### src/rtl/s_port_alloc_ctrl.sv
// South output-port allocator: locks the rr processor's grant for one wormhole packet,
// pops flits from the granted input under downstream credit control, and rotates priority per packet.
module s_port_alloc_ctrl #(
  parameter int CREDIT_DEPTH = 4,
  parameter int CNT_W        = 3
) (
  input  logic             clk,
  input  logic             reset,
  input  logic [3:0]       rrp_grant_i,
  input  logic [2:0]       rrp_cs_sel_i,
  input  logic [3:0]       req_valid_i,
  input  logic [3:0]       req_tail_i,
  input  logic             credit_return_i,
  output logic [3:0]       pop_o,
  output logic             flit_send_o,
  output logic [2:0]       cs_sel_o,
  output logic             rr_change_order_o,
  output logic             rr_downstream_credit_o,
  output logic [CNT_W-1:0] credit_cnt_o,
  output logic             credit_err_o,
  output logic             busy_o
);

  typedef enum logic [1:0] {
    IDLE   = 2'd0,
    LOCKED = 2'd1,
    ROTATE = 2'd2
  } state_e;

  localparam logic [CNT_W-1:0] DEPTH_C = CNT_W'(CREDIT_DEPTH);

  state_e           state_q;
  logic [3:0]       lock_q;
  logic [2:0]       cs_sel_q;
  logic             chg_q;
  logic [CNT_W-1:0] credit_q, credit_d;
  logic             err_q, err_d;

  logic       crd_ok;
  logic       onehot;
  logic       accept;
  logic       tail_popped;
  logic [3:0] pop_c;

  assign crd_ok = (credit_q != '0);
  assign onehot = (rrp_grant_i != 4'b0000) && ((rrp_grant_i & (rrp_grant_i - 4'd1)) == 4'b0000);
  assign accept = (state_q == IDLE) && onehot && (|(rrp_grant_i & req_valid_i)) && crd_ok;

  always_comb begin
    pop_c = 4'b0000;
    case (state_q)
      IDLE:    if (accept) pop_c = rrp_grant_i;
      LOCKED:  pop_c = lock_q & req_valid_i & {4{crd_ok}};
      default: pop_c = 4'b0000;
    endcase
  end

  // Pops are suppressed combinationally while reset is held so no flit leaks mid-reset.
  assign pop_o       = reset ? pop_c : 4'b0000;
  assign flit_send_o = |pop_o;
  assign tail_popped = |(pop_o & req_tail_i);

  always_comb begin
    credit_d = credit_q;
    err_d    = err_q;
    case ({flit_send_o, credit_return_i})
      2'b10:   credit_d = credit_q - 1'b1;
      2'b01: begin
        if (credit_q == DEPTH_C) err_d = 1'b1;
        else                     credit_d = credit_q + 1'b1;
      end
      default: credit_d = credit_q;
    endcase
  end

  always_ff @(posedge clk or negedge reset) begin
    if (!reset) begin
      state_q  <= IDLE;
      lock_q   <= 4'b0000;
      cs_sel_q <= 3'b000;
      chg_q    <= 1'b0;
      credit_q <= DEPTH_C;
      err_q    <= 1'b0;
    end else begin
      credit_q <= credit_d;
      err_q    <= err_d;
      chg_q    <= 1'b0;
      case (state_q)
        IDLE: begin
          if (accept) begin
            lock_q   <= rrp_grant_i;
            cs_sel_q <= rrp_cs_sel_i;
            if (tail_popped) begin
              state_q <= ROTATE;
              chg_q   <= 1'b1;
            end else begin
              state_q <= LOCKED;
            end
          end
        end
        LOCKED: begin
          if (tail_popped) begin
            state_q <= ROTATE;
            chg_q   <= 1'b1;
          end
        end
        ROTATE: begin
          lock_q   <= 4'b0000;
          cs_sel_q <= 3'b000;
          state_q  <= IDLE;
        end
        default: state_q <= IDLE;
      endcase
    end
  end

  assign cs_sel_o               = cs_sel_q;
  assign rr_change_order_o      = chg_q;
  assign rr_downstream_credit_o = crd_ok;
  assign credit_cnt_o           = credit_q;
  assign credit_err_o           = err_q;
  assign busy_o                 = (state_q != IDLE);

endmodule

### config.mk
export PLATFORM = sky130hd
export DESIGN_NAME = s_port_alloc_ctrl
export DESIGN_NICKNAME = d
export VERILOG_FILES = /design/src/rtl/s_port_alloc_ctrl.sv
export SDC_FILE = /design/constraint.sdc
export NUM_CORES = 1
export LEC_CHECK = 0
export CORE_UTILIZATION = 48
export DETAILED_ROUTE_END_ITERATION = 10
export PLACE_DENSITY = 0.83
export SLEW_MARGIN = 20
export SYNTH_ARGS = -nofsm -noshare
export SYNTH_HDL_FRONTEND = slang
export SYNTH_SLANG_ARGS = --single-unit
### constraint.sdc
create_clock -name clk -period 9.1 [get_ports clk]
set_clock_uncertainty 0.2 [all_clocks]
set_input_delay 1.365 -clock clk [delete_from_list [all_inputs] [get_ports clk]]
set_output_delay 1.365 -clock clk [all_outputs]
set_load 0.01 [all_outputs]
==> results.json, run 1 <==
{
  "reg2reg_from": "credit_cnt_o[0]",
  "synth_edf_count": 0,
  "min_path_cells": 2,
  "synth_flop_cell": "dfrtp_1",
  "async_reset_ff_share_pct": 100,
  "fmax_mhz": 179,
  "placed_cells_incl_taps": 160,
  "instances_no_fill": 164,
  "root_buffer": "clkbuf_4",
  "leakagePower_nw": 0.521,
  "ys_ff_latch": 14,
  "rsz0062_at_grt": "no",
  "fin_util_pct": 69.5,
  "cts_htree_levels": 1,
  "timing.rr.end": "credit_cnt_o[1]",
  "ys_seq_area_share_pct": 35.5,
  "die_area_um2": 2250,
  "hp-start": "credit_err_o",
  "diodes": 0,
  "r2r_cells": 10,
  "setup_ws_ns": 3.53,
  "grt_util_all_layers_pct": 24.9,
  "die_y_um": 47.4,
  "reg2reg_slack_ns": 5.81,
  "hpwlAfterDp_um": 1910,
  "syn2layout_area_growth_pct": 36.2,
  "max_slew.worst_pin.slew_ns": 0.658,
  "grt_pass1_vias": 906,
  "final-setup-viol-count": 0,
  "cts_sinks": 14,
  "drt_iter0_markers": 79,
  "layout-drive-gt1-share_pct": 8.76,
  "p_per_area_nw_per_um2": 262,
  "maxCapViolations": 0,
  "place_ws_ns": 3.64,
  "antenna_left": 0,
  "path_max_fanout": 11,
  "nFillCells": 169,
  "slew-limit-headroom_pct": 55.5,
  "multiInputGateArea_um2": 578,
  "critPathLaunchType": "primary input",
  "wl_per_cell_um": 15.5,
  "cts_tree": "done",
  "whs_endpoint": "credit_err_o",
  "start_util_pct": 51.0,
  "wl_um": 2550,
  "drc": 0,
  "worstSetupPathType": "in -> out",
  "num_vias": 973,
  "min_period_over_period_pct": 61.3,
  "netlist_area_um2": 991,
  "place_congestion": 0.879,
  "cp.arrival_ns": 4.01,
  "worst_hold_path_type": "reg -> reg",
  "dr.pass1.iters": 4,
  "numCtsBuffers": 3,
  "ir_drop_mv": 0.195,
  "yosys_warnings": 0,
  "cts.path.max_buffers": 2,
  "cts_resized": 0,
  "syn_nets": 127,
  "fp.coreArea_um2": 1940,
  "clock_latency_ns": 0.28,
  "cp-end-kind": "primary output",
  "postCtsSetupRepairBufs": 0,
  "postCtsHoldBufs": 0,
  "synthDistinctLibCells": 42,
  "finalSetupTns_ns": 0,
  "placement.io_buffers": 32,
  "num_rows": 16,
  "fin_crit_ns": 5.57,
  "hold_viol": 0,
  "grt_pass1_wl_um": 3910,
  "io_pins": 33,
  "grt_antenna_before_repair": 0,
  "outcome": "finished clean",
  "syn_area_per_cell_um2": 9.18,
  "area.sequential_um2": 352,
  "overflow": 0,
  "grt_max_degree": 16,
  "die_x_um": 47.4,
  "syn_inst": 108,
  "slew_viol_final": 0,
  "avgViaCountPerCell": 5.93,
  "clk_pin_slew_ns": 0.09,
  "cp_data_required_time_ns": 7.54,
  "nets": 157
}
[power breakdown]
part,switching (mW),internal [mW],total [mW]
clock network,0.0202,0.0243,0.0445
logic,0.0948,0.0971,0.192
registers,0.0287,0.0891,0.118
total,0.144,0.211,0.354
[through the flow]
step / total power [mW] / hold slack, ns / instance area [um2]
finish: 0.354 / 0.270 / 1350
floorplan: 0.234 / 0.297 / 991
global route: 0.381 / 0.305 / 1350
global placement: 0.301 / 0.246 / 1310
detailed placement: 0.308 / 0.255 / 1310
CTS: 0.353 / 0.275 / 1350
[logic make-up after synthesis]
family / count (synthesis) / synth area share [%]
DFF: 14 / 35.5
muxes: 9 / 9.34
AOI/OAI and AO/OA: 32 / 26.3
buffers and inverters: 15 / 6.19
xor gates and xnor gates: 3 / 2.65
adders and majority gates: 1 / 2.02
and+or+nand+nor: 34 / 18.1
[per-layer routing]
metal / routed length (um) / up-vias / share of wire (%) / GRT usage, %
li1: - / 458 / - / -
met1: 1180 / 471 / 46 / 33.6
met2: 1230 / 40 / 48 / 40.8
met3: 116 / 4 / 4.6 / 2.64
met4: 24 / 0 / 0.94 / 10.3
met5: 0 / - / 0 / 0
[worst max path at each step]
stage	from	to	cells past startpoint
after global placement	rrp_grant_i[3]	pop_o[2]	6
final	rrp_grant_i[3]	flit_send_o	6
after detailed placement	rrp_grant_i[3]	flit_send_o	6
after floorplan	rrp_grant_i[1]	pop_o[2]	5
after CTS	rrp_grant_i[3]	flit_send_o	6
after global routing	rrp_grant_i[3]	flit_send_o	6
[cell type report]
type	instances	area share, %
Tap cell	27	2.50
Clock buffer	4	2.69
Sequential cell	14	26.0
Inverter	8	2.22
Timing Repair Buffer	32	23.7
Multi-Input combinational cell	79	42.8
[sequential cells by signal (all words and copies together), names as in the netlist]
signal	flops
cs_sel_o	3
state_q	2
credit_err_o	1
rr_change_order_o	1
credit_cnt_o	3
lock_q	4
[synthesized netlist by cell type, drive strengths merged (2+ instances only)]
library cell	instances	area, um2
a21oi	5	40.0
a222oi	3	30.0
buf	3	15.0
clkbuf	4	16.3
dfrtp	13	325
inv	8	30.0
mux2	2	22.5
mux2i	7	70.1
nand2	8	30.0
nand2b	3	18.8
nor2	9	33.8
nor2b	4	25.0
nor3	3	20.0
o211ai	4	30.0
o21ai	6	30.0
o2bb2ai	2	17.5
xor2	3	26.3
[cells in the final DEF, fill, tap and decap left out, types with 2 or more instances in the layout]
master	count
a21oi_1	3
a222oi_1	3
clkbuf_4	3
clkdlybuf4s50_1	32
dfrtp_1	13
inv_1	8
mux2_2	2
mux2i_1	7
nand2_1	8
nand2b_1	3
nor2_1	9
nor2b_1	4
nor3_1	2
o211ai_1	4
o21ai_0	6
o2bb2ai_1	2
xor2_1	3
[worst max-delay path, stage by stage]
cell	delay, ns
clkdlybuf4s50_1	0.70
a222oi_1	0.20
nor4b_1	0.60
a32oi_1	0.23
a21oi_4	0.32
clkdlybuf4s50_1	0.59
Power figures use the tool's default switching activity.
==> run 2, diff against run 1 <==
--- a/config.mk
+++ b/config.mk
@@ -5,9 +5,9 @@
 export SDC_FILE = /design/constraint.sdc
 export NUM_CORES = 1
 export LEC_CHECK = 0
-export CORE_UTILIZATION = 48
+export CORE_UTILIZATION = 40
 export DETAILED_ROUTE_END_ITERATION = 10
-export PLACE_DENSITY = 0.83
+export PLACE_DENSITY = 0.74
 export SLEW_MARGIN = 20
 export SYNTH_ARGS = -nofsm -noshare
 export SYNTH_HDL_FRONTEND = slang
==> constraint.sdc (replaced) <==
create_clock -name clk -period 4.5 [get_ports clk]
set_clock_uncertainty 0.2 [all_clocks]
set_input_delay 0.675 -clock clk [delete_from_list [all_inputs] [get_ports clk]]
set_output_delay 0.675 -clock clk [all_outputs]
set_load 0.01 [all_outputs]
==> run 2 against run 1 <==
Final area rose by 0.65%. Die area up 19%. Utilization is 9.8 points lower. Highest routed layer unchanged. Critical endpoint unchanged. Clock power up 100%. Largest cell class unchanged. Clock-buffer cell count unchanged. Global-route usage is 5.5 points lower. Sequential cell count unchanged. Via count rose by 0.21%. Wire length fell by 5.3%.
==> results.json, run 2 (synthesis gave the netlist of run 1 again) <==
{
  "outcome": "finished clean",
  "finalSetupTns_ns": 0,
  "ir_drop_mv": 0.341,
  "dpl-instance-area_um2": 1320,
  "avgViaCountPerCell": 5.87,
  "multiInputGateArea_um2": 578,
  "timing.hold.ws_ns": 0.274,
  "worst-path-buf-inv": 2,
  "grt_antenna_before_repair": 0,
  "cts_resized": 0,
  "cts_tree": "done",
  "placed_cells_incl_taps": 162,
  "internal_power_mw": 0.427,
  "worst_hold_path_type": "reg -> reg",
  "drt_iter0_markers": 55,
  "grt_max_degree": 16,
  "fin_crit_ns": 4.13,
  "min_period_over_period_pct": 91.7,
  "worstSetupPathType": "in -> out",
  "crit_chain": "clkdlybuf4s50_1, a222oi_1, nor4b_1, a32oi_1, a21oi_4, clkdlybuf4s50_1",
  "postCtsHoldBufs": 0,
  "hpwlAfterDp_um": 1790,
  "die_area_um2": 2680,
  "crit_family": "buffers and inverters",
  "max_slew.worst_pin.slew_ns": 0.648,
  "overflow": 0,
  "cp.arrival_ns": 3.25,
  "cp-end-kind": "primary output",
  "path_max_fanout": 11,
  "nFillCells": 203,
  "pwr-share-clk_pct": 12.6,
  "critPathLaunchType": "primary input",
  "hold_viol": 0,
  "final_cell_mix": "32 x clkdlybuf4s50_1, 13 x dfrtp_1, 9 x nor2_1",
  "die_x_um": 51.8,
  "rsz0062_at_grt": "no",
  "instances_no_fill": 166,
  "grt_pass1_vias": 870,
  "die_y_um": 51.8,
  "cts_htree_levels": 1,
  "leakagePower_nw": 0.526,
  "numCtsBuffers": 3,
  "cts.path.max_buffers": 2,
  "clock_latency_ns": 0.28,
  "p_switching_mw": 0.283,
  "worst_path_most_repeated_cell": "clkdlybuf4s50_1",
  "antenna_left": 0,
  "max_stage_delay_ns": 0.70,
  "io_pins": 33,
  "p_per_area_nw_per_um2": 522,
  "cp_slowest_cell": "clkdlybuf4s50_1",
  "power_frac_comb_pct": 54.3,
  "slew_viol_final": 0,
  "grt_util_all_layers_pct": 19.3,
  "layout-drive-gt1-share_pct": 9.42,
  "nets": 158,
  "placement.io_buffers": 32,
  "largest_reg_flops": 4,
  "syn2layout_area_growth_pct": 37.1,
  "area.sequential_um2": 352,
  "root_buffer": "clkbuf_4",
  "num_vias": 975,
  "top_register": "lock_q",
  "grt_pass1_wl_um": 3770,
  "wl_um": 2410,
  "maxCapViolations": 0,
  "postCtsSetupRepairBufs": 0,
  "fmax_mhz": 242,
  "wl_per_cell_um": 14.5,
  "fp.coreArea_um2": 2280,
  "final-setup-viol-count": 0,
  "cp_data_required_time_ns": 3.62,
  "diodes": 0,
  "cts_sinks": 14,
  "dr.pass1.iters": 4,
  "drc": 0,
  "seq_power_share_pct": 33.2,
  "layout_commonest_cell": "clkdlybuf4s50_1",
  "slew-limit-headroom_pct": 56.7,
  "place_congestion": 0.914,
  "p_sw_share_pct": 39.9,
  "start_util_pct": 43.5,
  "clk_pin_slew_ns": 0.09,
  "num_rows": 17,
  "final_cell_area_um2": 1360
}
-- run 2: cell types whose count changed in the layout (fill, tap and decap cells not counted) --
cell	before	now
buf_4	0	1
-- run 2: area by class of cell --
cell class | count | share of cell area [%]
Clock buffer | 4 | 2.67
Inverter | 8 | 2.21
Multi-Input combinational cell | 79 | 42.5
Sequential cell | 14 | 25.9
Tap cell | 28 | 2.58
Timing Repair Buffer | 33 | 24.1
-- run 2: worst paths after layout --
kind	start	to	slack [ns]	cells past startpoint
worst max-delay path	rrp_grant_i[3]	flit_send_o	0.37	6
worst min-delay path	credit_err_o	credit_err_o	0.27	2
worst max register to register	credit_cnt_o[0]	credit_cnt_o[1]	1.28	10
worst min register to register	credit_err_o	credit_err_o	0.27	2
max in group asynchronous	reset	credit_cnt_o[2]	3.36	2
min in group asynchronous	reset	credit_err_o	0.50	2
-- run 2: power by group through the flow --
stage          Sequential [mW]  Clock (mW)  Combinational, mW
3_5_place_dp             0.236           0              0.386
3_3_place_gp             0.234           0              0.372
4_1_cts                  0.235      0.0949              0.388
6_report                 0.236      0.0891              0.385
5_1_grt                  0.244      0.0979              0.421
2_1_floorplan            0.240           0              0.233
-- run 2: worst min-delay path, delay by kind of cell (launching register included) --
family | cells | cell delay (ns)
buf+inv | 1 | 0.04
compound gates | 1 | 0.05
flops | 1 | 0.35
-- run 2: per-layer routing --
metal | vias up | wire (um) | global-route usage [%]
li1 | 460 | - | -
met1 | 472 | 1110 | 25.3
met2 | 39 | 1150 | 31.6
met3 | 4 | 130 | 1.75
met4 | 0 | 31 | 9.91
met5 | - | 0 | 0
-- run 2: through the flow --
stage | utilization [%] | power (mW) | setup WS (ns)
final | 59.7 | 0.710 | 0.371
after global placement | 58.1 | 0.606 | 0.441
after global routing | 59.7 | 0.763 | 0.182
after floorplan | - | 0.472 | 1.21
after detailed placement | 58.1 | 0.622 | 0.417
after CTS | 59.7 | 0.718 | 0.412
